### src/rtl/exec_ctrl_pkg.sv
// Shared definitions for the execution controller: mode encoding, default
// timing constants and a small width helper.
package exec_ctrl_pkg;

  localparam logic [1:0] MODE_HALT = 2'd0;
  localparam logic [1:0] MODE_RUN  = 2'd1;
  localparam logic [1:0] MODE_STEP = 2'd2;
  localparam logic [1:0] MODE_BP   = 2'd3;

  localparam int DEF_CLK_DIV         = 50_000_000;
  localparam int DEF_DEBOUNCE_CYCLES = 1_000_000;
  localparam int DEF_ADDR_W          = 4;
  localparam int DEF_CNT_W           = 16;

  // The state encoding is the externally visible mode value.
  typedef enum logic [1:0] {
    ST_HALT = MODE_HALT,
    ST_RUN  = MODE_RUN,
    ST_STEP = MODE_STEP,
    ST_BP   = MODE_BP
  } state_t;

  // Bits needed to count 0..n-1, never less than one.
  function automatic int cnt_width(input int n);
    return (n > 1) ? $clog2(n) : 1;
  endfunction

endpackage

### src/rtl/exec_ctrl_if.sv
// Board/processor side of the execution controller. step_en is a one-cycle
// strobe with no back-pressure: the processor retires one instruction per pulse.
interface exec_ctrl_if #(
  parameter int ADDR_W = exec_ctrl_pkg::DEF_ADDR_W,
  parameter int CNT_W  = exec_ctrl_pkg::DEF_CNT_W
);
  logic              run_btn;
  logic              step_btn;
  logic              halt_btn;
  logic              bp_en;
  logic [ADDR_W-1:0] bp_addr;
  logic [ADDR_W-1:0] pc;
  logic              step_en;
  logic [1:0]        mode;
  logic              bp_hit;
  logic [CNT_W-1:0]  retired;

  modport master (
    output run_btn, step_btn, halt_btn, bp_en, bp_addr, pc,
    input  step_en, mode, bp_hit, retired
  );

  modport slave (
    input  run_btn, step_btn, halt_btn, bp_en, bp_addr, pc,
    output step_en, mode, bp_hit, retired
  );
endinterface

### src/rtl/exec_ctrl_btn_debounce.sv
// Raw push-button conditioning: 2-flop synchronizer, stable-count debouncer
// and a one-cycle pulse on each accepted press.
module btn_debounce
  import exec_ctrl_pkg::*;
#(
  parameter int DEBOUNCE_CYCLES = DEF_DEBOUNCE_CYCLES
) (
  input  logic clk,
  input  logic rst_n,
  input  logic i_btn,
  output logic o_press
);

  localparam int            CW   = cnt_width(DEBOUNCE_CYCLES);
  localparam logic [CW-1:0] LAST = CW'(DEBOUNCE_CYCLES - 1);

  logic          r_sync1;
  logic          r_sync2;
  logic          r_level;
  logic          r_level_q;
  logic [CW-1:0] r_cnt;

  // r_cnt counts consecutive cycles the synchronized level disagrees with
  // the accepted level; any agreement restarts the count.
  always_ff @(posedge clk or negedge rst_n) begin
    if (!rst_n) begin
      r_sync1   <= 1'b0;
      r_sync2   <= 1'b0;
      r_level   <= 1'b0;
      r_level_q <= 1'b0;
      r_cnt     <= '0;
    end else begin
      r_sync1   <= i_btn;
      r_sync2   <= r_sync1;
      r_level_q <= r_level;
      if (r_sync2 == r_level) begin
        r_cnt <= '0;
      end else if (r_cnt == LAST) begin
        r_level <= r_sync2;
        r_cnt   <= '0;
      end else begin
        r_cnt <= r_cnt + 1'b1;
      end
    end
  end

  assign o_press = r_level & ~r_level_q;

endmodule

### src/rtl/exec_ctrl.sv
// Execution controller: turns debounced RUN/STEP/HALT buttons and a PC
// breakpoint into a registered one-instruction step_en strobe.
module exec_ctrl
  import exec_ctrl_pkg::*;
#(
  parameter int CLK_DIV         = DEF_CLK_DIV,
  parameter int DEBOUNCE_CYCLES = DEF_DEBOUNCE_CYCLES,
  parameter int ADDR_W          = DEF_ADDR_W,
  parameter int CNT_W           = DEF_CNT_W
) (
  input  logic        clk,
  input  logic        rst_n,
  exec_ctrl_if.slave  bus
);

  localparam int            DW       = cnt_width(CLK_DIV);
  localparam logic [DW-1:0] DIV_LAST = DW'(CLK_DIV - 1);

  logic w_run_press;
  logic w_step_press;
  logic w_halt_press;

  btn_debounce #(.DEBOUNCE_CYCLES(DEBOUNCE_CYCLES)) u_run_db (
    .clk     (clk),
    .rst_n   (rst_n),
    .i_btn   (bus.run_btn),
    .o_press (w_run_press)
  );

  btn_debounce #(.DEBOUNCE_CYCLES(DEBOUNCE_CYCLES)) u_step_db (
    .clk     (clk),
    .rst_n   (rst_n),
    .i_btn   (bus.step_btn),
    .o_press (w_step_press)
  );

  btn_debounce #(.DEBOUNCE_CYCLES(DEBOUNCE_CYCLES)) u_halt_db (
    .clk     (clk),
    .rst_n   (rst_n),
    .i_btn   (bus.halt_btn),
    .o_press (w_halt_press)
  );

  state_t           r_state;
  logic             r_step_en;
  logic             r_bp_hit;
  logic             r_skip;
  logic [DW-1:0]    r_div;
  logic [CNT_W-1:0] r_retired;

  logic [ADDR_W-1:0] w_pc;
  logic              w_tick;
  logic              w_bp_stop;

  assign w_pc      = bus.pc;
  assign w_tick    = (r_div == DIV_LAST);
  // r_skip lets the instruction we stopped on (or resumed at) execute once.
  assign w_bp_stop = bus.bp_en && (w_pc == bus.bp_addr) && !r_skip;

  always_ff @(posedge clk or negedge rst_n) begin
    if (!rst_n) begin
      r_state   <= ST_HALT;
      r_step_en <= 1'b0;
      r_bp_hit  <= 1'b0;
      r_skip    <= 1'b0;
      r_div     <= '0;
      r_retired <= '0;
    end else begin
      r_step_en <= 1'b0;
      case (r_state)
        ST_HALT: begin
          if (!w_halt_press) begin
            if (w_step_press) begin
              r_state   <= ST_STEP;
              r_step_en <= 1'b1;
              r_retired <= r_retired + 1'b1;
            end else if (w_run_press) begin
              r_state <= ST_RUN;
              r_div   <= '0;
              r_skip  <= 1'b1;
            end
          end
        end

        ST_STEP: begin
          r_state <= ST_HALT;
        end

        ST_RUN: begin
          if (w_halt_press) begin
            r_state <= ST_HALT;
            r_div   <= '0;
          end else begin
            r_div <= w_tick ? '0 : r_div + 1'b1;
            if (w_tick) begin
              if (w_bp_stop) begin
                r_state  <= ST_BP;
                r_bp_hit <= 1'b1;
              end else begin
                r_step_en <= 1'b1;
                r_retired <= r_retired + 1'b1;
                r_skip    <= 1'b0;
              end
            end
          end
        end

        ST_BP: begin
          if (w_halt_press) begin
            r_state  <= ST_HALT;
            r_bp_hit <= 1'b0;
          end else if (w_step_press) begin
            r_state   <= ST_STEP;
            r_step_en <= 1'b1;
            r_retired <= r_retired + 1'b1;
            r_bp_hit  <= 1'b0;
          end else if (w_run_press) begin
            r_state  <= ST_RUN;
            r_div    <= '0;
            r_skip   <= 1'b1;
            r_bp_hit <= 1'b0;
          end
        end

        default: begin
          r_state <= ST_HALT;
        end
      endcase
    end
  end

  assign bus.step_en = r_step_en;
  assign bus.mode    = r_state;
  assign bus.bp_hit  = r_bp_hit;
  assign bus.retired = r_retired;

endmodule

### src/flat_wrapper.sv
// flat-port wrapper written by rule: the top's interface ports become plain ports
module exec_ctrl_flat import exec_ctrl_pkg::*;
#(
  parameter int CLK_DIV         = DEF_CLK_DIV,
  parameter int DEBOUNCE_CYCLES = DEF_DEBOUNCE_CYCLES,
  parameter int ADDR_W          = DEF_ADDR_W,
  parameter int CNT_W           = DEF_CNT_W
)
  (clk, rst_n, bus_run_btn, bus_step_btn, bus_halt_btn, bus_bp_en, bus_bp_addr, bus_pc, bus_step_en, bus_mode, bus_bp_hit, bus_retired);
  exec_ctrl_if #(.ADDR_W(ADDR_W), .CNT_W(CNT_W)) bus_i ();
  input  logic clk;
  input  logic rst_n;
  input wire logic [$bits(bus_i.run_btn)-1:0] bus_run_btn;
  input wire logic [$bits(bus_i.step_btn)-1:0] bus_step_btn;
  input wire logic [$bits(bus_i.halt_btn)-1:0] bus_halt_btn;
  input wire logic [$bits(bus_i.bp_en)-1:0] bus_bp_en;
  input wire logic [$bits(bus_i.bp_addr)-1:0] bus_bp_addr;
  input wire logic [$bits(bus_i.pc)-1:0] bus_pc;
  output wire logic [$bits(bus_i.step_en)-1:0] bus_step_en;
  output wire logic [$bits(bus_i.mode)-1:0] bus_mode;
  output wire logic [$bits(bus_i.bp_hit)-1:0] bus_bp_hit;
  output wire logic [$bits(bus_i.retired)-1:0] bus_retired;
  assign bus_i.run_btn = bus_run_btn;
  assign bus_i.step_btn = bus_step_btn;
  assign bus_i.halt_btn = bus_halt_btn;
  assign bus_i.bp_en = bus_bp_en;
  assign bus_i.bp_addr = bus_bp_addr;
  assign bus_i.pc = bus_pc;
  assign bus_step_en = bus_i.step_en;
  assign bus_mode = bus_i.mode;
  assign bus_bp_hit = bus_i.bp_hit;
  assign bus_retired = bus_i.retired;
  exec_ctrl #(.CLK_DIV(CLK_DIV), .DEBOUNCE_CYCLES(DEBOUNCE_CYCLES), .ADDR_W(ADDR_W), .CNT_W(CNT_W)) u_core (.clk(clk), .rst_n(rst_n), .bus(bus_i));
endmodule
### config.mk
export PLATFORM = sky130hd
export DESIGN_NAME = exec_ctrl_flat
export DESIGN_NICKNAME = d
export VERILOG_FILES = /design/src/rtl/exec_ctrl_pkg.sv /design/src/rtl/exec_ctrl_if.sv /design/src/rtl/exec_ctrl_btn_debounce.sv /design/src/rtl/exec_ctrl.sv /design/src/flat_wrapper.sv
export SDC_FILE = /design/constraint.sdc
export NUM_CORES = 1
export LEC_CHECK = 0
export CAP_MARGIN = 10
export CORE_AREA = 5 5 129 131
export DETAILED_ROUTE_END_ITERATION = 7
export DIE_AREA = 0 0 134 136
export PLACE_DENSITY = 0.57
export SLEW_MARGIN = 20
export SYNTH_ARGS = -nofsm -noshare
export SYNTH_HDL_FRONTEND = slang
export SYNTH_SLANG_ARGS = --single-unit
### constraint.sdc
create_clock -name clk -period 2.82 [get_ports clk]
set_clock_uncertainty 0.05 [all_clocks]
set_input_delay 0.564 -clock clk [delete_from_list [all_inputs] [get_ports clk]]
set_output_delay 0.564 -clock clk [all_outputs]
set_load 0.1 [all_outputs]
==> summary.txt <==
Die
  – Row count: 46
  – I/O pin total: 34
  – Die ar.: 0.0182 sq mm
  – Starting density of the core: 0.371
  – Core ar.: 0.0155 sq mm
  – Die Wd: 134 um
  – Die Height: 136 um

STA
  – Setup TNS: -0.0320 ns
  – Setup-failing EPs final: 3
  – Fmax achieved: 351 MHz
  – Measured slew at the worst slew-check pin: 0.661 ns
  – Final worst-path cycle share: 1.01
  – Hold slack: 0.297 ns
  – Setup WS post-layout: -0.0256 ns
  – Pins over their slew limit: 0
  – Tmin final: 2.85 ns
  – Endpoints failing hold: 0
  – Slew margin rel.: 0.559
  – RSZ-0062 raised after global routing: true

Synth
  – Adder-cell share of the synthesized area: 0.0218
  – Cell taking the most area after synthesis: dfrtp_1
  – Syn_nets: 600
  – Most frequent cells after synthesis: dfrtp_1 (119), nor2_1 (103), xor2_1 (50), xnor2_1 (45), nand3_1 (41)
  – Combinational family with the most area after synthesis: simple AND/OR/NAND/NOR gates
  – Area contributors post-synth: dfrtp_1 (52%), xor2_1 (7.6%), xnor2_1 (6.9%)
  – Main synth FF type: dfrtp_1
  – Post-Synth XOR/XNOR Area: 0.145
  – Post-synthesis mux area share: 0.00960
  – Synth cell types: 40
  – Synthesized instance count: 576
  – Most common cell in the synthesized netlist: dfrtp_1
  – #FFs+latches synth: 119
  – Register area share after synthesis: 0.519
  – Number of synthesized flops with an enable pin: 0
  – Ys Warns: 0
  – Top-area cell type share of the netlist area: 0.519
  – Compound-Gate Fraction of Synth Area: 0.0340
  – Avg Synthesized Cell Area: 9.96 sq um
  – Post-Synthesis Cell Area: 0.00574 sq mm
  – FFs w/ async S/R, synth: 1.00
  – Simple-gate area share of the yosys netlist: 0.251

Status
  – Status: finished with violations
  – Violated checks: negative setup slack

Critical path
  – CP most frequent cell: or4_4
  – CP max stage delay: 0.57 ns
  – Crit Reg-Reg Startpoint: u_core.r_div[8]
  – Critical path data arrival time: 3.10 ns
  – CP endpoint kind: register
  – Data required time of the worst path: 3.07 ns
  – Setup Crit Path Kind: reg -> reg
  – R2r endpoint: u_core.bus.retired[8]
  – Critical-path cell list: or4_4, or4_4, o41a_1, a2111oi_4, buf_4, nand4_1, xnor2_1
  – Reg2reg path depth: 7
  – CP max stage cell: or4_4
  – Critical path buffer and inverter count: 1
  – Top delay family on crit path: simple AND/OR/NAND/NOR gates
  – Reg2reg setup slack: -0.03 ns
  – Crit path max fanout: 6
  – Crit path launch type: register

Cells and area
  – Final-layout fill cell count: 1,452
  – Area of the multi-input gates: 0.00268 sq mm
  – Final Util: 0.457
  – Synth-to-layout area growth: 23.4%
  – Share of cells above drive strength 1: 0.138
  – FF/Latch Area: 0.00298 sq mm
  – Layout Nets: 662
  – N_diodes: 0

Worst hold path
  – Class of the worst hold path: reg -> reg
  – Worst Hold Depth: 0
  – Worst hold start: u_core.u_step_db.r_sync1
  – WHS Endpoint: u_core.u_step_db.r_sync2

Power
  – Net switching power figure: 0.000826 W
  – VDD IR max: 0.398 mV
  – Total power: 0.00414 W
  – Clock share of power: 0.556
  – Power per Cell Area: 585 mW/mm^2
  – Internal: 0.00331 W
  – Switching power as a share of total power: 0.200
  – Logic pwr share: 0.024
  – Sequential share of power: 0.420
  – P_leak: 3.15 nW

Global route
  – Grt total ovfl: 0
  – Largest net degree at the start of global routing: 57
  – Vias in the first global route: 4,310
  – Antenna violations before repair: 0
  – First-pass GRT wire length: 20,800 um
  – Overall Global Routing Usage: 0.141

Clock tree
  – CTS Buf Count: 17
  – Root Buffer: clkbuf_16
  – Htree depth: 4
  – CTS max path bufs: 2
  – Clock Latency Late Sink: 0.41 ns
  – Clock transition at the registers of the reported paths: 0.05 ns
  – CTS tree: built
  – Clk sinks: 119

Place
  – HPWL reported at the end of detailed placement: 8070 um
  – RePlAce Congestion: 0.831
  – Port bufs: 33

Run
  – Max Cap Viol: 0

Drt
  – Via density: 5.08
  – Total Routed Length: 11,800 um
  – DRC errors left: 0
  – First-pass detailed-route iteration total: 4
  – Routed len/inst: 14.0 um
  – Routed Antenna Nets: 0
  – Initial DRC count: 268
  – Vias: 4,283
==> layout by cell type, fill, tap and decap left out, drive strengths merged, types with 17 or more instances in the layout <==
master  Yosys  layout
dfrtp     119     119
nor2      103     103
xor2       50      50
xnor2      45      45
buf         5      43
nand3      41      41
nand2      39      39
nand4      25      25
clkbuf      8      25
and3       18      18
nor3       17      17
==> cell families (layout without fill, tap and decap cells) <==
group	after synthesis	count (layout)
muxes	5	5
buffers and inverters	26	101
adders and majority gates	10	10
AOI/OAI and AO/OA	30	30
xor gates and xnor gates	95	95
DFF	119	119
and+or+nand+nor	291	291
==> worst max-delay path by stage <==
stage,startpoint,slack [ns],to,depth (start not counted)
detailed placement,u_core.r_div[8],0.01,u_core.bus.retired[3],7
CTS,u_core.r_div[8],0.001,u_core.bus.retired[10],7
global placement,u_core.r_div[8],0.06,u_core.bus.retired[3],7
global route,u_core.r_div[8],-0.11,u_core.bus.retired[8],7
finish,u_core.r_div[8],-0.03,u_core.bus.retired[8],7
floorplan,u_core.r_div[8],0.008,u_core.bus.retired[13],7
==> power by group through the flow <==
stage | Combinational, W | Sequential [W] | Clock (W)
2_1_floorplan | 0.0000338 | 0.00176 | 0
3_3_place_gp | 0.0000998 | 0.00177 | 0
3_5_place_dp | 0.000102 | 0.00177 | 0
4_1_cts | 0.000104 | 0.00174 | 0.00235
5_1_grt | 0.000115 | 0.00174 | 0.00243
6_report | 0.0000992 | 0.00174 | 0.00230
==> final cells by class <==
type                       instances  share of cell area
clock inverter                     7              0.0159
inverter                          13             0.00689
timing repair buffer              56              0.0698
sequential                       119               0.421
multi-input combinational        431               0.378
tap                              192              0.0339
clock buffer                      25              0.0742
==> per-layer routing <==
metal / routed length [um] / global-route usage
met1: 5570 / 0.185
met2: 5780 / 0.226
met3: 325 / 0.0452
met4: 119 / 0.0406
met5: 0 / 0
==> what timing repair did <==
item / in CTS / in global routing
resized for setup: 1 / 8
setup endpoints to repair: 3 / 14
gates cloned: 0 / 1
pin swaps: 0 / 4
buffers inserted: 0 / 4
hold buffers: 1 / 0
hold endpoints to repair: 18 / 0
==> flip-flops by register name (all words and copies together), names as in the netlist, 2 cells and up <==
name	count
u_core.u_halt_db.r_cnt	20
u_core.u_step_db.r_cnt	20
u_core.r_div	26
u_core.bus.mode	2
u_core.u_run_db.r_cnt	20
u_core.bus.retired	16
==> stage by stage <==
stage	setup slack (ns)	area, sq um	cells
global placement	0.0590	6360	805
CTS	0.00111	7010	838
floorplan	0.00756	5740	576
finish	-0.0256	7080	843
global route	-0.114	7080	843
detailed placement	0.0130	6360	805
Power figures use the tool's default switching activity.
